**src/rtl/serial_adder_if.sv**
```systemverilog
// Bus bundle for serial_adder: operand request in, status and result out.
// start is taken only while busy=0; done pulses for one cycle when sum/carry/overflow update.
interface serial_adder_if #(
    parameter int WIDTH = 8
);
    logic             start;
    logic             sub;
    logic [WIDTH-1:0] a;
    logic [WIDTH-1:0] b;
    logic             busy;
    logic             done;
    logic [WIDTH-1:0] sum;
    logic             carry;
    logic             overflow;

    modport master (
        output start, sub, a, b,
        input  busy, done, sum, carry, overflow
    );

    modport slave (
        input  start, sub, a, b,
        output busy, done, sum, carry, overflow
    );
endinterface

```
**src/rtl/serial_adder.sv**
```systemverilog
// Bit-serial adder/subtractor, LSB first, one full-adder cell plus carry flop.
// Define SERIAL_ADDER_SUB_EN to honour the sub input (B inversion, carry-in of 1).
module serial_adder #(
    parameter int WIDTH = 8
) (
    input  logic             clk,
    input  logic             rst_n,
    serial_adder_if.slave    bus,
    output logic [1:0]       dbg_state
);
    localparam logic [1:0] S_IDLE = 2'd0;
    localparam logic [1:0] S_RUN  = 2'd1;
    localparam logic [1:0] S_DONE = 2'd2;

    localparam int CW = $clog2(WIDTH);
    localparam logic [CW-1:0] LAST_BIT = CW'(WIDTH - 1);

    logic [1:0]       state;
    logic [WIDTH-1:0] sh_a;
    logic [WIDTH-1:0] sh_b;
    logic [WIDTH-1:0] res;
    logic             c;
    logic [CW-1:0]    cnt;
    logic [WIDTH-1:0] sum_q;
    logic             carry_q;
    logic             ovf_q;

    // Full adder built from two half-adders and a carry OR.
    logic ha1_s, ha1_c, ha2_s, ha2_c, c_next;
    assign ha1_s  = sh_a[0] ^ sh_b[0];
    assign ha1_c  = sh_a[0] & sh_b[0];
    assign ha2_s  = ha1_s ^ c;
    assign ha2_c  = ha1_s & c;
    assign c_next = ha1_c | ha2_c;

    logic             sub_eff;
    logic [WIDTH-1:0] b_load;
`ifdef SERIAL_ADDER_SUB_EN
    assign sub_eff = bus.sub;
    assign b_load  = bus.b ^ {WIDTH{sub_eff}};
`else
    // Port kept for bench compatibility; masked to a constant 0 so no mux is built.
    assign sub_eff = bus.sub & 1'b0;
    assign b_load  = bus.b;
`endif

    always_ff @(posedge clk or negedge rst_n) begin
        if (!rst_n) begin
            state   <= S_IDLE;
            sh_a    <= '0;
            sh_b    <= '0;
            res     <= '0;
            c       <= 1'b0;
            cnt     <= '0;
            sum_q   <= '0;
            carry_q <= 1'b0;
            ovf_q   <= 1'b0;
        end else begin
            case (state)
                S_IDLE, S_DONE: begin
                    if (bus.start) begin
                        sh_a  <= bus.a;
                        sh_b  <= b_load;
                        c     <= sub_eff;
                        cnt   <= '0;
                        state <= S_RUN;
                    end else begin
                        state <= S_IDLE;
                    end
                end
                S_RUN: begin
                    sh_a <= sh_a >> 1;
                    sh_b <= sh_b >> 1;
                    res  <= {ha2_s, res[WIDTH-1:1]};
                    c    <= c_next;
                    if (cnt == LAST_BIT) begin
                        // c is the carry into the MSB here, c_next the carry out of it.
                        sum_q   <= {ha2_s, res[WIDTH-1:1]};
                        carry_q <= c_next;
                        ovf_q   <= c ^ c_next;
                        state   <= S_DONE;
                    end else begin
                        cnt <= cnt + 1'b1;
                    end
                end
                default: state <= S_IDLE;
            endcase
        end
    end

    assign bus.busy     = (state == S_RUN);
    assign bus.done     = (state == S_DONE);
    assign bus.sum      = sum_q;
    assign bus.carry    = carry_q;
    assign bus.overflow = ovf_q;
    assign dbg_state    = state;
endmodule

```
**src/flat_wrapper.sv**
```systemverilog
// flat-port wrapper written by rule: the top's interface ports become plain ports
module serial_adder_flat 
#(
    parameter int WIDTH = 8
)
  (clk, rst_n, dbg_state, bus_start, bus_sub, bus_a, bus_b, bus_busy, bus_done, bus_sum, bus_carry, bus_overflow);
  serial_adder_if #(.WIDTH(WIDTH)) bus_i ();
  input  logic clk;
  input  logic rst_n;
  output logic [1:0] dbg_state;
  input wire logic [$bits(bus_i.start)-1:0] bus_start;
  input wire logic [$bits(bus_i.sub)-1:0] bus_sub;
  input wire logic [$bits(bus_i.a)-1:0] bus_a;
  input wire logic [$bits(bus_i.b)-1:0] bus_b;
  output wire logic [$bits(bus_i.busy)-1:0] bus_busy;
  output wire logic [$bits(bus_i.done)-1:0] bus_done;
  output wire logic [$bits(bus_i.sum)-1:0] bus_sum;
  output wire logic [$bits(bus_i.carry)-1:0] bus_carry;
  output wire logic [$bits(bus_i.overflow)-1:0] bus_overflow;
  assign bus_i.start = bus_start;
  assign bus_i.sub = bus_sub;
  assign bus_i.a = bus_a;
  assign bus_i.b = bus_b;
  assign bus_busy = bus_i.busy;
  assign bus_done = bus_i.done;
  assign bus_sum = bus_i.sum;
  assign bus_carry = bus_i.carry;
  assign bus_overflow = bus_i.overflow;
  serial_adder #(.WIDTH(WIDTH)) u_core (.clk(clk), .rst_n(rst_n), .bus(bus_i), .dbg_state(dbg_state));
endmodule
```
**config.mk**
```make
export PLATFORM = sky130hd
export DESIGN_NAME = serial_adder_flat
export DESIGN_NICKNAME = d
export VERILOG_FILES = /design/src/rtl/serial_adder_if.sv /design/src/rtl/serial_adder.sv /design/src/flat_wrapper.sv
export SDC_FILE = /design/constraint.sdc
export NUM_CORES = 1
export LEC_CHECK = 0
export ABC_AREA = 1
export BUFFER_PORTS_ARGS = -buffer_cell sky130_fd_sc_hd__buf_2
export CAP_MARGIN = 30
export CORE_ASPECT_RATIO = 0.7
export CORE_MARGIN = 2
export CORE_UTILIZATION = 30
export CTS_CLUSTER_SIZE = 40
export DETAILED_ROUTE_END_ITERATION = 12
export GPL_TIMING_DRIVEN = 1
export SYNTH_ARGS = -nofsm -noshare
export SYNTH_HDL_FRONTEND = slang
export SYNTH_SLANG_ARGS = --single-unit
```
**constraint.sdc**
```tcl
create_clock -name clk -period 3.4 [get_ports clk]
set_input_delay 0.68 -clock clk [delete_from_list [all_inputs] [get_ports clk]]
set_output_delay 0.68 -clock clk [all_outputs]
set_load 0.02 [all_outputs]
```
==> impl_metrics.env, run 1 <==
export IMPL_worstSkewPairLatency_ns=0.28
export IMPL_cts_tree="done"
export IMPL_dieArea_um2=6980
export IMPL_die_h_um=70.5
export IMPL_setup_ws_ns=1.18
export IMPL_finalCritPeriodShare=0.652
export IMPL_cp_start_kind="flop"
export IMPL_cts_hold_buf=0
export IMPL_antenna_found_initial=0
export IMPL_hold_start="u_core.bus.sum[2]$_DFFE_PN0P_"
export IMPL_final_common_cell="nand2_1"
export IMPL_whs_ns=0.480
export IMPL_port_buffers=32
export IMPL_min_path_type="reg -> reg"
export IMPL_wire_per_inst_um=10.7
export IMPL_grt_pass1_wl_um=6220
export IMPL_nets=279
export IMPL_fmax_ghz=0.451
export IMPL_hold_viol=0
export IMPL_whs_path_depth=2
export IMPL_power_density_nw_per_um2=926
export IMPL_io_pin_count=34
export IMPL_power_leakage_uw=0.00121
export IMPL_layout_common_cells="72 x nand2_1, 41 x inv_1, 39 x dfrtp_1"
export IMPL_yosysWarningCount=0
export IMPL_hpwl_um=2450
export IMPL_vias=1398
export IMPL_path_class="reg -> out"
export IMPL_grt_total_usage=0.112
export IMPL_cap_violations=0
export IMPL_die_w_um=99.0
export IMPL_holdPathEnd="u_core.bus.sum[2]$_DFFE_PN0P_"
export IMPL_grt_pass1_vias=1372
export IMPL_dr_first_iter_drc_count=79
export IMPL_cts_resized=0
export IMPL_fin_crit_ns=2.22
export IMPL_total_power_uw=1990
export IMPL_cts_root_buf="clkbuf_8"
export IMPL_crit_required_ns=2.72
export IMPL_rr_worst_depth=5
export IMPL_synth_cells=226
export IMPL_final_max_slew_viol_count=0
export IMPL_fillers=629
export IMPL_cts_buffers_inserted=5
export IMPL_synth_yosys_seq_area_share=0.515
export IMPL_core_area_um2=6160
export IMPL_start_util=0.308
export IMPL_multi_input_area_um2=677
export IMPL_worstMarginPinSlew_ns=0.896
export IMPL_grt_max_degree=40
export IMPL_r2r_slack_ns=1.54
export IMPL_slew_headroom=0.403
export IMPL_synth_avg_cell_area_um2=8.39
export IMPL_rsz0062_at_grt="no"
export IMPL_cts_buffer_depth=2
export IMPL_rr_endpoint="u_core.sh_a[5]$_DFFE_PN0P_"
export IMPL_synth_nets=249
export IMPL_overflow=0
export IMPL_ys_types=20
export IMPL_drc=0
export IMPL_ir_drop_mv=0.214
export IMPL_dr_pass1_iters=4
export IMPL_area_growth_pct=13.6
export IMPL_cts_sinks=39
export IMPL_ys_ff_latch=39
export IMPL_h_tree_depth=2
export IMPL_setup_tns_ns=0
export IMPL_r2r_start="u_core.dbg_state[0]$_DFFE_PN0P_"
export IMPL_place_congestion=0.728
export IMPL_pre_cts_slack_ns=1.49
export IMPL_clock_skew_ns=0.00395
export IMPL_status="completed"
export IMPL_final_seq_area_um2=976
export IMPL_post_cts_buffers=0
export IMPL_diodes=0
export IMPL_clk_pin_slew_ns=0.07
export IMPL_fp_row_count=24
export IMPL_netlist_area_um2=1900
export IMPL_end_kind="output port"
export IMPL_drt_vias_per_instance=4.20
export IMPL_worstPathMaxFanout=19
export IMPL_ant_nets=0
export IMPL_drt_wl_total_um=3560
export IMPL_drive_above_1_share=0.212
export IMPL_setup_violations=0
export IMPL_cp_data_arrival_time_ns=1.54
-- cell usage after synthesis (all sizes together) --
master / count / area (um^2)
buf: 9 / 72.6
dfrtp: 39 / 976
fa: 1 / 20.0
ha: 2 / 25.0
inv: 44 / 170
nand2: 76 / 315
nand3: 32 / 160
nor2: 3 / 21.3
o21ai: 18 / 120
or2: 1 / 6.26
xnor2: 1 / 8.76
-- per-layer routing --
metal,up-vias,track usage,share of wire
li1,743,-,-
met1,629,0.157,0.53
met2,24,0.167,0.42
met3,2,0.0370,0.049
met4,0,0.0320,0.0011
met5,-,0,0
-- power by group --
group	internal (uW)	switching [uW]	total, uW
logic	325	570	895
clock network	137	145	281
registers	681	137	818
-- registers in the layout (all words and copies together), names as in the netlist --
name	flops
u_core.bus.carry	1
u_core.bus.overflow	1
u_core.bus.sum	8
u_core.c	1
u_core.cnt	3
u_core.dbg_state	2
u_core.res	7
u_core.sh_a	8
u_core.sh_b	8
-- worst max path at each step --
| stage | slack (ns) | to | start | depth (start not counted) |
|---|---|---|---|---|
| after CTS | 1.17 | bus_busy | u_core.dbg_state[0]$_DFFE_PN0P_ | 3 |
| after floorplan | 1.62 | bus_done | u_core.dbg_state[1]$_DFFE_PN0P_ | 3 |
| after detailed placement | 1.49 | bus_busy | u_core.dbg_state[0]$_DFFE_PN0P_ | 3 |
| final | 1.18 | bus_busy | u_core.dbg_state[0]$_DFFE_PN0P_ | 3 |
| after global placement | 1.49 | bus_busy | u_core.dbg_state[0]$_DFFE_PN0P_ | 3 |
| after global routing | 1.09 | bus_busy | u_core.dbg_state[0]$_DFFE_PN0P_ | 3 |
-- area by class of cell --
type | count | area share
inverter | 44 | 0.0790
multi-input combinational | 134 | 0.314
timing repair buffer | 32 | 0.0744
clock buffer | 6 | 0.0337
tap | 78 | 0.0453
sequential | 39 | 0.453
-- kinds of logic after synthesis --
logic type               share of synthesized area
AND/OR/NAND/NOR                              0.265
XOR/XNOR                                   0.00462
flip-flops                                   0.515
adder cells (fa/ha/maj)                     0.0238
AO/OA/AOI/OAI                               0.0634
buffers and inverters                        0.128
-- through the flow --
step,area [um^2],util,cells
global route,2150,0.350,333
CTS,2150,0.350,333
floorplan,1900,-,226
detailed placement,2080,0.338,327
finish,2150,0.350,333
global placement,2080,0.338,327
-- critical path, stage by stage, from the launching register on --
cell	delay, ns
dfrtp_1	0.85
inv_4	0.09
nor2_4	0.14
buf_2	0.18
No activity file was read; power rests on OpenSTA's default activity.
==> run 2, diff against run 1 <==
- clock period: 3.4 -> 2.21 ns (I/O delays scaled with it)
==> run 2 against run 1 <==
Net effect:
- sequential power rose by 50%
- cell count is 1.5% higher
- routed wire length is 4.8% higher
- critical path type unchanged
- largest power group unchanged
==> impl_metrics.env, run 2 (synthesis results as in run 1) <==
export IMPL_setup_tns_ns=0
export IMPL_power_density_nw_per_um2=1480
export IMPL_fillers=639
export IMPL_antenna_found_initial=0
export IMPL_fin_crit_ns=1.71
export IMPL_min_path_type="in -> async"
export IMPL_fp_row_count=24
export IMPL_cp_start_kind="flop"
export IMPL_cts_sinks=39
export IMPL_port_buffers=32
export IMPL_crit_slowest_cell="dfrtp_1"
export IMPL_hold_viol=0
export IMPL_ant_nets=0
export IMPL_cp_slowest_stage_delay_ns=0.60
export IMPL_rsz0062_at_grt="no"
export IMPL_h_tree_depth=2
export IMPL_grt_total_usage=0.118
export IMPL_cts_root_buf="clkbuf_8"
export IMPL_nets=282
export IMPL_power_leakage_uw=0.00125
export IMPL_highest_layer="met4"
export IMPL_drive_above_1_share=0.231
export IMPL_setup_violations=0
export IMPL_dr_first_iter_drc_count=51
export IMPL_finalCritPeriodShare=0.774
export IMPL_overflow=0
export IMPL_core_area_um2=6160
export IMPL_worstSkewPairLatency_ns=0.29
export IMPL_pre_cts_slack_ns=0.733
export IMPL_layout_common_cells="72 x nand2_1, 41 x inv_1, 39 x dfrtp_1"
export IMPL_end_kind="output port"
export IMPL_cts_buffers_inserted=5
export IMPL_path_class="reg -> out"
export IMPL_met2_length_um=1640
export IMPL_dp_cells=330
export IMPL_cp_data_arrival_time_ns=1.27
export IMPL_clock_skew_ns=0.00585
export IMPL_grt_max_degree=40
export IMPL_die_h_um=70.5
export IMPL_cts_buffer_depth=2
export IMPL_io_pin_count=34
export IMPL_status="completed"
export IMPL_area_growth_pct=16.9
export IMPL_diodes=0
export IMPL_path_cells="inv_4, nor2_4, buf_2"
export IMPL_grt_pass1_vias=1421
export IMPL_place_congestion=0.732
export IMPL_hpwl_um=2570
export IMPL_post_cts_buffers=0
export IMPL_setup_ws_ns=0.499
export IMPL_cp_buffers_inverters=2
export IMPL_die_w_um=99.0
export IMPL_final_max_slew_viol_count=0
export IMPL_worstPathMaxFanout=8
export IMPL_slew_headroom=0.676
export IMPL_crit_required_ns=1.77
export IMPL_drc=0
export IMPL_path_delay_family="flip-flops"
export IMPL_final_common_cell="nand2_1"
export IMPL_cts_hold_buf=0
export IMPL_cap_violations=0
export IMPL_grt_pass1_wl_um=6500
export IMPL_dr_pass1_iters=4
export IMPL_vias=1444
export IMPL_ir_drop_mv=0.361
export IMPL_dieArea_um2=6980
export IMPL_route_met3_wl_um=198
export IMPL_wire_per_inst_um=11.0
export IMPL_cts_resized=0
export IMPL_start_util=0.308
export IMPL_wl_met1_um=1860
export IMPL_clk_pin_slew_ns=0.08
export IMPL_final_cell_count_no_fill=338
export IMPL_cts_tree="done"
export IMPL_drt_wl_total_um=3730
export IMPL_drt_vias_per_instance=4.27
export IMPL_worstMarginPinSlew_ns=0.487
export IMPL_fmax_ghz=0.584
run 2: layout make-up:
cell class                      instances  area [um^2]  share of cell area
Clock buffer                            5         68.8              0.0311
Clock inverter                          3         43.8              0.0198
Inverter                               44          170              0.0768
Multi-Input combinational cell        134          677               0.305
Sequential cell                        39          976               0.440
Tap cell                               78         97.6              0.0440
Timing Repair Buffer                   35          183              0.0824
run 2: path summary, 6_finish.rpt:
check / start / slack [ns] / cells past startpoint / to
worst min-delay path: rst_n / 0.19 / 2 / u_core.bus.sum[4]$_DFFE_PN0P_
worst min register to register: u_core.bus.sum[2]$_DFFE_PN0P_ / 0.48 / 2 / u_core.bus.sum[2]$_DFFE_PN0P_
min in group clk: bus_b[7] / 0.36 / 3 / u_core.sh_b[7]$_DFFE_PN0P_
worst max-delay path: u_core.dbg_state[0]$_DFFE_PN0P_ / 0.50 / 3 / bus_busy
worst max register to register: u_core.dbg_state[1]$_DFFE_PN0P_ / 0.71 / 5 / u_core.c$_DFFE_PN0P_
max in group asynchronous: rst_n / 1.68 / 2 / u_core.cnt[2]$_DFFE_PN0P_
run 2: report_power, final:
part	leakage, uW	switching (uW)	total (uW)	internal [uW]
clock network	0.0000581	259	595	336
logic	0.000704	933	1460	524
registers	0.000486	186	1230	1050
run 2: metal layers:
layer	global-route usage	up-vias
li1	-	745
met1	0.157	671
met2	0.179	24
met3	0.0400	4
met4	0.0441	0
met5	0	-
run 2: per-stage QoR:
stage / hold slack [ns] / util / power (uW) / cell area (um^2)
global route: 0.218 / 0.360 / 3610 / 2220
finish: 0.186 / 0.360 / 3290 / 2220
detailed placement: 0.464 / 0.342 / 2730 / 2100
floorplan: 0.146 / - / 2410 / 1900
global placement: 0.461 / 0.342 / 2680 / 2100
CTS: 0.201 / 0.360 / 3340 / 2220
==> run 3, diff against run 2 <==
- clock period: 2.21 -> 1.5 ns (I/O delays scaled with it)
==> run 3 against run 2 <==
Net effect:
- cell area is 2.1% higher
- routed wire length rose by 0.62%
- critical path depth did not move
- non-clock buffer count up 7
- hold slack better by 0.039 ns
- worst setup slack worse by 0.44 ns
- largest cell class unchanged
==> impl_metrics.env, run 3 (synthesis results as in run 1) <==
export IMPL_area_growth_pct=19.3
export IMPL_wire_per_inst_um=10.9
export IMPL_start_util=0.308
export IMPL_fp_row_count=24
export IMPL_holdPathEnd="u_core.sh_b[7]$_DFFE_PN0P_"
export IMPL_rr_endpoint="u_core.cnt[1]$_DFFE_PN0P_"
export IMPL_nets=289
export IMPL_cp_slowest_stage_delay_ns=0.49
export IMPL_cp_start_kind="flop"
export IMPL_drt_wl_total_um=3750
export IMPL_fmax_ghz=0.695
export IMPL_diodes=0
export IMPL_clock_skew_ns=0.00413
export IMPL_fillers=642
export IMPL_vias=1464
export IMPL_whs_path_depth=3
export IMPL_grt_max_degree=19
export IMPL_hpwl_um=2700
export IMPL_setup_violations=0
export IMPL_placed_cell_area_um2=2160
export IMPL_setup_ws_ns=0.0605
export IMPL_path_cells="inv_4, nor2_4, buf_2"
export IMPL_port_buffers=32
export IMPL_power_leakage_uw=0.00127
export IMPL_r2r_slack_ns=0.17
export IMPL_io_pin_count=34
export IMPL_clk_pin_slew_ns=0.08
export IMPL_cp_data_arrival_time_ns=1.14
export IMPL_cts_buffers_inserted=5
export IMPL_core_area_um2=6160
export IMPL_slew_headroom=0.713
export IMPL_min_path_type="in -> reg"
export IMPL_final_cell_count_no_fill=345
export IMPL_power_density_nw_per_um2=2100
export IMPL_hold_start="bus_b[7]"
export IMPL_grt_total_usage=0.117
export IMPL_drive_above_1_share=0.255
export IMPL_dr_pass1_iters=4
export IMPL_cap_violations=0
export IMPL_die_h_um=70.5
export IMPL_ant_nets=0
export IMPL_cts_sinks=39
export IMPL_status="completed"
export IMPL_crit_required_ns=1.20
export IMPL_rsz0062_at_grt="no"
export IMPL_cts_root_buf="clkbuf_8"
export IMPL_setup_tns_ns=0
export IMPL_final_area_um2=2260
export IMPL_path_class="reg -> out"
export IMPL_pre_cts_slack_ns=0.0980
export IMPL_grt_pass1_vias=1362
export IMPL_final_common_cell="nand2_1"
export IMPL_fin_crit_ns=1.44
export IMPL_worstPathMaxFanout=7
export IMPL_layout_common_cells="72 x nand2_1, 40 x inv_1, 38 x dfrtp_1"
export IMPL_crit_slowest_cell="dfrtp_2"
export IMPL_end_kind="output port"
export IMPL_rr_worst_depth=7
export IMPL_finalCritPeriodShare=0.960
export IMPL_whs_ns=0.225
export IMPL_dieArea_um2=6980
export IMPL_r2r_start="u_core.cnt[0]$_DFFE_PN0P_"
export IMPL_grt_pass1_wl_um=6490
export IMPL_die_w_um=99.0
export IMPL_drt_vias_per_instance=4.24
export IMPL_cts_tree="done"
export IMPL_worstMarginPinSlew_ns=0.431
export IMPL_hold_viol=0
export IMPL_final_max_slew_viol_count=0
export IMPL_cts_buffer_depth=2
export IMPL_ir_drop_mv=0.532
export IMPL_worstSkewPairLatency_ns=0.29
export IMPL_drc=0
export IMPL_overflow=0
export IMPL_antenna_found_initial=0
export IMPL_dr_first_iter_drc_count=66
export IMPL_h_tree_depth=2
export IMPL_place_congestion=0.764
export IMPL_dp_cells=336
-- run 3: worst max-delay path: cells and delay by family, from the launching register on --
kind	cells	cell delay, ns
simple gates	1	0.11
buf+inv	2	0.25
flops	1	0.49
-- run 3: worst max path at each step --
| stage | start | end | slack (ns) |
|---|---|---|---|
| final | u_core.dbg_state[0]$_DFFE_PN0P_ | bus_busy | 0.06 |
| after global routing | u_core.dbg_state[0]$_DFFE_PN0P_ | bus_busy | 0.003 |
| after CTS | u_core.dbg_state[0]$_DFFE_PN0P_ | bus_busy | 0.05 |
| after detailed placement | u_core.cnt[0]$_DFFE_PN0P_ | u_core.cnt[0]$_DFFE_PN0P_ | 0.1 |
| after global placement | u_core.cnt[0]$_DFFE_PN0P_ | u_core.cnt[0]$_DFFE_PN0P_ | 0.12 |
| after floorplan | u_core.dbg_state[1]$_DFFE_PN0P_ | bus_done | 0.1 |
-- run 3: area by class of cell --
class	count	area [um^2]	share of cell area
clock buffer	6	72.6	0.0321
clock inverter	2	12.5	0.00553
sequential	39	977	0.432
inverter	44	170	0.0752
multi-input combinational	134	682	0.301
timing repair buffer	42	250	0.111
tap	78	97.6	0.0431
-- run 3: what timing repair did --
action	in CTS	in global routing
hold buffers	1	0
endpoints found under the hold margin	16	0
setup endpoints to repair	1	3
gates resized for setup	1	2
setup buffers	0	0
-- run 3: through the flow --
| step | utilization | power [uW] |
|---|---|---|
| 6_report | 0.367 | 4760 |
| 5_1_grt | 0.367 | 5230 |
| 4_1_cts | 0.367 | 4820 |
| 3_5_place_dp | 0.351 | 4080 |
| 3_3_place_gp | 0.351 | 4030 |
| 2_1_floorplan | - | 3550 |
-- run 3: layer usage --
metal | vias up | wire length, um | track usage
li1 | 761 | - | -
met1 | 670 | 1960 | 0.177
met2 | 28 | 1590 | 0.161
met3 | 5 | 172 | 0.0360
met4 | 0 | 31 | 0.0320
met5 | - | 0 | 0
-- run 3: power breakdown --
group          leakage [uW]  internal (uW)  switching, uW
logic              0.000744            850           1380
registers          0.000485           1550            275
clock network     0.0000412            325            385
total               0.00127           2720           2040
